### src/rtl/char_ram_if.sv
// Bus bundle between the character-RAM arbiter and its surroundings:
// the VGA fetch inputs, the CPU/clear requests, the RAM port and the status outputs.
interface char_ram_if #(
    parameter int AW = 15,
    parameter int DW = 16
);
    logic          vidon;
    logic [AW-1:0] vga_addr;
    logic          cpu_we;
    logic [AW-1:0] cpu_addr;
    logic [DW-1:0] cpu_data;
    logic          clr_req;
    logic [DW-1:0] clr_data;
    logic [AW-1:0] ram_addr;
    logic [DW-1:0] ram_din;
    logic          ram_we;
    logic          q_full;
    logic          busy;
    logic [7:0]    drop_cnt;

    modport master (
        output vidon, vga_addr, cpu_we, cpu_addr, cpu_data, clr_req, clr_data,
        input  ram_addr, ram_din, ram_we, q_full, busy, drop_cnt
    );

    modport slave (
        input  vidon, vga_addr, cpu_we, cpu_addr, cpu_data, clr_req, clr_data,
        output ram_addr, ram_din, ram_we, q_full, busy, drop_cnt
    );
endinterface

### src/rtl/char_ram_arbiter.sv
// Single-port character RAM arbiter: VGA fetches own the RAM during active video,
// queued CPU writes and a hardware screen-clear retire only during blanking.
module char_ram_arbiter #(
    parameter int AW        = 15,
    parameter int DW        = 16,
    parameter int QDEPTH    = 4,
    parameter int CLR_WORDS = 4800
) (
    input  logic     clk,
    input  logic     rst,
    char_ram_if.slave bus
);

    localparam int QW = $clog2(QDEPTH);
    localparam int CW = QW + 1;
    localparam int PW = $clog2(CLR_WORDS);

    typedef enum logic [1:0] {IDLE, DRAIN, CLEAR} state_e;

    typedef struct packed {
        logic [AW-1:0] addr;
        logic [DW-1:0] data;
    } entry_t;

    state_e        state_q, state_d;
    logic [QW-1:0] rd_ptr_q, rd_ptr_d;
    logic [QW-1:0] wr_ptr_q, wr_ptr_d;
    logic [CW-1:0] count_q, count_d;
    logic [PW-1:0] clr_ptr_q, clr_ptr_d;
    logic [DW-1:0] fill_q, fill_d;
    logic          q_full_q, q_full_d;
    logic          busy_q, busy_d;
    logic [7:0]    drop_q, drop_d;
    entry_t        mem_q [QDEPTH];
    entry_t        head;

    logic push, pop, clr_accept, clr_step, clr_last;

    // NOTE: combinational blocks use blocking '=' and give every output a default
    // first, so no path leaves a signal unassigned and no latch is inferred.
    always_comb begin
        push       = bus.cpu_we && !q_full_q;
        pop        = !bus.vidon && (state_q == DRAIN);
        clr_accept = bus.clr_req && (state_q != CLEAR);
        clr_step   = !bus.vidon && (state_q == CLEAR);
        clr_last   = clr_step && (clr_ptr_q == PW'(CLR_WORDS - 1));

        state_d   = state_q;
        clr_ptr_d = clr_ptr_q;
        fill_d    = fill_q;
        rd_ptr_d  = pop  ? rd_ptr_q + QW'(1) : rd_ptr_q;
        wr_ptr_d  = push ? wr_ptr_q + QW'(1) : wr_ptr_q;
        count_d   = count_q + CW'(push) - CW'(pop);

        if (clr_step) begin
            clr_ptr_d = clr_last ? '0 : clr_ptr_q + PW'(1);
        end

        // A new clear restarts from address 0; queued writes wait until it finishes.
        if (clr_accept) begin
            state_d   = CLEAR;
            clr_ptr_d = '0;
            fill_d    = bus.clr_data;
        end else if ((state_q == CLEAR) && !clr_last) begin
            state_d = CLEAR;
        end else begin
            state_d = (count_d != '0) ? DRAIN : IDLE;
        end

        q_full_d = (count_d == CW'(QDEPTH));
        busy_d   = (count_d != '0) || (state_d == CLEAR);
        drop_d   = (bus.cpu_we && q_full_q && (drop_q != 8'hFF)) ? drop_q + 8'd1 : drop_q;
    end

    // RAM port mux: VGA has zero added latency; blanking cycles carry one write.
    always_comb begin
        head         = mem_q[rd_ptr_q];
        bus.ram_addr = bus.vga_addr;
        bus.ram_din  = '0;
        bus.ram_we   = 1'b0;
        if (!bus.vidon) begin
            case (state_q)
                CLEAR: begin
                    bus.ram_addr = AW'(clr_ptr_q);
                    bus.ram_din  = fill_q;
                    bus.ram_we   = 1'b1;
                end
                DRAIN: begin
                    bus.ram_addr = head.addr;
                    bus.ram_din  = head.data;
                    bus.ram_we   = 1'b1;
                end
                default: ;
            endcase
        end
    end

    // NOTE: sequential blocks use non-blocking '<=' so every flop samples the
    // pre-edge values regardless of statement order.
    always_ff @(posedge clk) begin
        if (rst) begin
            state_q   <= IDLE;
            rd_ptr_q  <= '0;
            wr_ptr_q  <= '0;
            count_q   <= '0;
            clr_ptr_q <= '0;
            fill_q    <= '0;
            q_full_q  <= 1'b0;
            busy_q    <= 1'b0;
            drop_q    <= '0;
        end else begin
            state_q   <= state_d;
            rd_ptr_q  <= rd_ptr_d;
            wr_ptr_q  <= wr_ptr_d;
            count_q   <= count_d;
            clr_ptr_q <= clr_ptr_d;
            fill_q    <= fill_d;
            q_full_q  <= q_full_d;
            busy_q    <= busy_d;
            drop_q    <= drop_d;
        end
    end

    // NOTE: queue storage has no reset; the reset pointers and occupancy make
    // any stale contents unreachable.
    always_ff @(posedge clk) begin
        if (push) begin
            mem_q[wr_ptr_q] <= entry_t'{addr: bus.cpu_addr, data: bus.cpu_data};
        end
    end

    assign bus.q_full   = q_full_q;
    assign bus.busy     = busy_q;
    assign bus.drop_cnt = drop_q;

endmodule
### src/flat_wrapper.sv
// flat-port wrapper written by rule: the top's interface ports become plain ports
module char_ram_arbiter_flat 
#(
    parameter int AW        = 15,
    parameter int DW        = 16,
    parameter int QDEPTH    = 4,
    parameter int CLR_WORDS = 4800
)
  (clk, rst, bus_vidon, bus_vga_addr, bus_cpu_we, bus_cpu_addr, bus_cpu_data, bus_clr_req, bus_clr_data, bus_ram_addr, bus_ram_din, bus_ram_we, bus_q_full, bus_busy, bus_drop_cnt);
  char_ram_if #(.AW(AW), .DW(DW)) bus_i ();
  input  logic clk;
  input  logic rst;
  input wire logic [$bits(bus_i.vidon)-1:0] bus_vidon;
  input wire logic [$bits(bus_i.vga_addr)-1:0] bus_vga_addr;
  input wire logic [$bits(bus_i.cpu_we)-1:0] bus_cpu_we;
  input wire logic [$bits(bus_i.cpu_addr)-1:0] bus_cpu_addr;
  input wire logic [$bits(bus_i.cpu_data)-1:0] bus_cpu_data;
  input wire logic [$bits(bus_i.clr_req)-1:0] bus_clr_req;
  input wire logic [$bits(bus_i.clr_data)-1:0] bus_clr_data;
  output wire logic [$bits(bus_i.ram_addr)-1:0] bus_ram_addr;
  output wire logic [$bits(bus_i.ram_din)-1:0] bus_ram_din;
  output wire logic [$bits(bus_i.ram_we)-1:0] bus_ram_we;
  output wire logic [$bits(bus_i.q_full)-1:0] bus_q_full;
  output wire logic [$bits(bus_i.busy)-1:0] bus_busy;
  output wire logic [$bits(bus_i.drop_cnt)-1:0] bus_drop_cnt;
  assign bus_i.vidon = bus_vidon;
  assign bus_i.vga_addr = bus_vga_addr;
  assign bus_i.cpu_we = bus_cpu_we;
  assign bus_i.cpu_addr = bus_cpu_addr;
  assign bus_i.cpu_data = bus_cpu_data;
  assign bus_i.clr_req = bus_clr_req;
  assign bus_i.clr_data = bus_clr_data;
  assign bus_ram_addr = bus_i.ram_addr;
  assign bus_ram_din = bus_i.ram_din;
  assign bus_ram_we = bus_i.ram_we;
  assign bus_q_full = bus_i.q_full;
  assign bus_busy = bus_i.busy;
  assign bus_drop_cnt = bus_i.drop_cnt;
  char_ram_arbiter #(.AW(AW), .DW(DW), .QDEPTH(QDEPTH), .CLR_WORDS(CLR_WORDS)) u_core (.clk(clk), .rst(rst), .bus(bus_i));
endmodule
### config.mk
export PLATFORM = sky130hd
export DESIGN_NAME = char_ram_arbiter_flat
export DESIGN_NICKNAME = d
export VERILOG_FILES = /design/src/rtl/char_ram_if.sv /design/src/rtl/char_ram_arbiter.sv /design/src/flat_wrapper.sv
export SDC_FILE = /design/constraint.sdc
export NUM_CORES = 1
export LEC_CHECK = 0
export ABC_AREA = 1
export CAP_MARGIN = 15
export CORE_MARGIN = 5
export CORE_UTILIZATION = 40
export CTS_CLUSTER_DIAMETER = 150
export CTS_CLUSTER_SIZE = 25
export DETAILED_ROUTE_END_ITERATION = 16
export DONT_BUFFER_PORTS = 1
export GPL_ROUTABILITY_DRIVEN = 0
export PLACE_DENSITY_LB_ADDON = 0.05
export SLEW_MARGIN = 40
export SYNTH_ARGS = -nofsm -noshare
export SYNTH_HDL_FRONTEND = slang
export SYNTH_SLANG_ARGS = --single-unit
### constraint.sdc
create_clock -name clk -period 6.6 [get_ports clk]
set_input_delay 0.66 -clock clk [delete_from_list [all_inputs] [get_ports clk]]
set_output_delay 0.66 -clock clk [all_outputs]
set_load 0.05 [all_outputs]
# Yosys cells after proc, flatten, opt, wreduce, memory -nomap -nowiden
# Memory sizes are Yosys's and may differ from the RTL's. A register that Yosys moved wholly into a read port is not among the register bits.
# Index checks and enable logic that the tools add are counted.
totals:
  regBits: 48
  ram_bits: 124
  inputBits: 67
  out_inout_bits: 42
  n_memories: 1
classes:
  add_sub_neg: 6
  eq_ne: 7
  muxes: 14
  reduce_logical: 15
memory_table:
  columns: ["memory", "depth", "word_bits", "read_ports", "rd_ports_with_merged_regs", "write_ports", "line", "rtl"]
  rows:
  - ["u_core.mem_q", 4, 31, 1, 1, 1, "char_ram_arbiter.sv:34", "entry_t mem_q [QDEPTH];"]
op_table:
  columns: ["op", "count"]
  rows:
  - ["$pmux 16 s2", 1]
  - ["$pmux 15 s2", 1]
  - ["$mux 16", 1]
  - ["$mux 15", 1]
  - ["$add 13x1->13 const B", 1]
  - ["$eq 13x13->1 const B", 1]
  - ["$mux 13", 1]
  - ["$add 8x1->8 const B", 1]
  - ["$logic_and 1x1->1", 8]
  - ["$mux 2", 4]
  - ["$ne 8x8->1 const B", 1]
  - ["$mux 1", 5]
  - ["$add 2x1->2 const B", 2]
  - ["$eq 2x2->1 const B", 2]
  - ["$reduce_or 2->1", 2]
  - ["$add 3x1->3", 1]
  - ["$eq 3x3->1 const B", 1]
  - ["$logic_not 1->1", 3]
  - ["$reduce_bool 3->1", 1]
  - ["$sub 3x1->3", 1]
  - ["$eq 2x1->1 const B", 1]
  - ["$ne 2x2->1 const B", 1]
  - ["$logic_or 1x1->1", 1]

# Longest topological paths before layout
depth:
  ltp_word: 10
  mapped_depth: 14
  ltp_nobuf: 14

# Worst setup path before layout
# No wires, ideal clock.
synth_timing:
  kind: "reg2out"
  start: "reg u_core.state_q[0]"
  end: "out bus_ram_din[10]"
  arrival_ns: 2.006
  required_time_ns: 5.940
  path_slack_ns: 3.934
  stages_incl_launch_ff: 7
  path_cell_list: "dfxtp_1 -> inv_1 -> ha_1 -> nor2_4 -> clkbuf_1 -> nand3_1 -> nand2_1"
synth_via:
  elab_chain_len: 3
  word_cells_on_any_way: 4
synth_rtl:
  columns: ["element", "line", "rtl"]
  rows:
  - ["start, declared", "char_ram_arbiter.sv:25", "state_e state_q, state_d;"]
  - ["start signal, assigned", "char_ram_arbiter.sv:112", "state_q <= state_d;"]
  - ["$eq 2x1->1 or $eq 2x2->1 (tied branches)", "char_ram_arbiter.sv:82", "case (state_q)"]
  - ["$pmux 16 s2 *", "char_ram_arbiter.sv:82", null]
  - ["$mux 16 *", "char_ram_arbiter.sv:81", "if (!bus.vidon) begin"]
  - ["end, declared", "flat_wrapper.sv:21", "output wire logic [$bits(bus_i.ram_din)-1:0] bus_ram_din;"]
# Every way passes the cells marked *; elsewhere a longest branch is shown, timed or not.

==> results by group <==
CTS
  – Post-CTS setup buffer count: 0
  – # resized after CTS: 0
  – CTS sink cnt: 174
  – Clk_lat worst skew: 0.43 ns
  – Clock-pin slew on the worst setup and hold paths: 0.07 ns
  – CTS Hold Bufs: 0
  – Clock Tree Buf Depth: 2
  – CTS tree: yes
  – Total CTS buffers: 17
  – CTS H-tree lvls: 4
  – Root Buffer: clkbuf_16

Floorplan
  – Die Y: 146 um
  – Initial Utilization: 0.402
  – Core Region: 18500 um2
  – Die area: 21500 um2
  – Io pins: 109
  – Rows: 50
  – Die W: 146 um

GRT
  – Number of global-route vias before repair: 5307
  – Total gr overflow: 0
  – GRT Util Overall: 0.174
  – Antenna violations before repair: 1
  – Largest net degree at the start of global routing: 63
  – First-pass GRT wire length: 28.9 mm

Worst setup path
  – FF-to-FF path depth: 12
  – Worst setup SP type: flip-flop
  – Worst EP arrival: 2.72 ns
  – RR Endpoint: u_core.bus.busy
  – Setup CP Type: flip-flop to output port
  – RR Startpoint: u_core.state_q[1]
  – Worst Path Max Fanout: 62
  – CP required: 5.94 ns
  – Crit path to: bus_ram_addr[1]
  – FF-to-FF setup slack: 4.14 ns
  – Worst setup EP type: output port

Synth
  – Top_reg_cell synth: edfxtp_1
  – Seq/Total Area, Yosys: 0.634
  – Synth unique cells: 34
  – Async S/R FF share, synth: 0
  – Syn_nets: 818
  – Cells after Synth: 740
  – Most numerous cell in the Yosys netlist: nor2_1
  – Post-synth EDFFs: 124
  – YS warnings: 0
  – Yosys top cell area share: 0.500
  – Netlist Area Pre-Place: 7450 um2
  – Post-synthesis register bit count: 174
  – Synth area leader: edfxtp_1
  – Commonest cells in the netlist: nor2_1 (139), edfxtp_1 (124), nand2_1 (117)
  – Synth top area cells: edfxtp_1 (50%), dfxtp_1 (13%), nor2_1 (7.0%)
  – Avg Inst Size Synth: 10.1 um2

Timing
  – Endpoints failing hold: 0
  – Worst slew pin tran: 0.712 ns
  – Fin crit period: 3.38 ns
  – Slew margin rel.: 0.525
  – Final worst-path cycle share: 0.512
  – Setup TNS: 0 ns
  – Final Max Slew Viols: 0
  – Final setup margin: 3.22 ns
  – RSZ-0062 raised after global routing: no
  – # setup viols final: 0
  – FMAX: 0.296 GHz
  – Clock skew: 0.00868 ns

Drt
  – Vias per cell: 5.19
  – DR iter-0 viols: 263
  – Detail Route Antenna Nets: 0
  – Drt wl/cell: 18.5 um
  – Final wirelength: 18.3 mm
  – Vias: 5128
  – DRC violations left: 0
  – First-pass DRT Iterations: 5

Power and ir drop
  – Seq pwr share: 0.477
  – Pwr dens: 348 nW/um2
  – Comb pwr share: 0.197
  – Peak supply drop: 0.193 mV
  – Leak: 2.98 nW
  – Sw frac: 0.329
  – Clock power frac: 0.325
  – Switch Pwr: 0.947 mW
  – Total power: 2.88 mW
  – Internal power: 1.93 mW

Hold path
  – Class of the worst hold path: input port to flip-flop

Cells and area
  – N_diodes: 0
  – Layout cells sized above 1: 0.107
  – Area Growth Syn to Fin: 11.2%
  – Final net count: 820
  – Design area: 8280 um2

Placed design
  – Area after DPL: 7730 um2
  – Post-DP HPWL: 12.3 mm
  – Placement Setup Slack: 3.62 ns
  – PortBufs: 0

Outcome
  – Outcome: complete, no violations

Job
  – MaxCap Viol Count: 0
critical path: stages, from the launching register on:
cell,delay (ns)
dfxtp_2,0.70
buf_4,0.44
inv_4,0.31
o21ai_0,0.25
o21ai_1,0.09
nand2_1,0.06
nand3_1,0.41
worst min path at each step:
stage | startpoint | to | cells past startpoint
6_report | rst | u_core.bus.drop_cnt[2] | 1
5_1_grt | rst | u_core.bus.drop_cnt[2] | 1
4_1_cts | rst | u_core.bus.drop_cnt[2] | 1
3_5_place_dp | u_core.rd_ptr_q[0] | u_core.rd_ptr_q[0] | 1
3_3_place_gp | u_core.rd_ptr_q[0] | u_core.rd_ptr_q[0] | 1
2_1_floorplan | u_core.rd_ptr_q[0] | flip-flop | 1
cells in the final DEF (no fill, tap or decap), types with 2 or more instances in the layout:
cell        instances
nor2_1            135
nor2_4              7
nand2_2             3
nand4_1             3
clkinv_2            2
clkinv_4            3
inv_6               5
clkbuf_16          17
o22ai_1            18
inv_2               7
buf_4              15
dfxtp_1            49
nand3_1            41
nand2_1           117
o211ai_1            8
nor2_2              3
a21oi_2             2
xor2_1              9
inv_8               2
a21oi_1            13
inv_1              42
nor3_1              6
nand3_2             2
edfxtp_1          124
ha_1                9
clkinvlp_4          3
nand2_4             3
o21ai_0            85
o21ai_1            12
kinds of logic (layout without fill, tap and decap cells):
logic type	Yosys count	count (layout)	synth area share
xor+xnor	10	10	0.0118
simple gates	323	323	0.186
compound gates	138	138	0.0984
flops	174	174	0.634
buf+inv	84	99	0.0502
fa+ha+maj	11	11	0.0195
sequential cells by signal, indices dropped and copies added, names as in the netlist, named ones only:
name and flops:
u_core.count_q 3, u_core.bus.drop_cnt 8, u_core.mem_q 124, u_core.wr_ptr_q 2, u_core.clr_ptr_q 13, u_core.bus.q_full 1, u_core.fill_q 16, u_core.rd_ptr_q 2
u_core.state_q 2, u_core.bus.busy 1
power by group through the flow:
stage | clock network (mW) | registers (mW) | logic [mW]
6_report | 0.937 | 1.37 | 0.568
3_3_place_gp | 0 | 1.40 | 0.547
5_1_grt | 1.01 | 1.39 | 0.634
4_1_cts | 0.959 | 1.38 | 0.580
2_1_floorplan | 0 | 1.38 | 0.443
3_5_place_dp | 0 | 1.40 | 0.579
through the flow:
| stage | hold slack, ns | cells | utilization |
|---|---|---|---|
| after global routing | 0.275 | 989 | 0.447 |
| after CTS | 0.276 | 989 | 0.447 |
| after detailed placement | 0.463 | 957 | 0.417 |
| final | 0.296 | 989 | 0.447 |
| after floorplan | 0.444 | 740 | - |
| after global placement | 0.458 | 948 | 0.413 |
final cells by class:
class	instances	area, um2
Clock buffer	17	425
Clock inverter	15	125
Fill cell	1788	10200
Inverter	51	194
Multi-Input combinational cell	482	2390
Sequential cell	174	4730
Tap cell	234	293
Timing Repair Buffer	16	128
metal layers:
layer  GRT usage  wire, um  vias to the layer above
met2       0.292      8780                      127
met5           0         7                        -
li1            -         -                     2524
met1       0.212      8010                     2452
met4      0.0583       297                        2
met3      0.0562      1170                       23
Power figures use the tool's default switching activity.
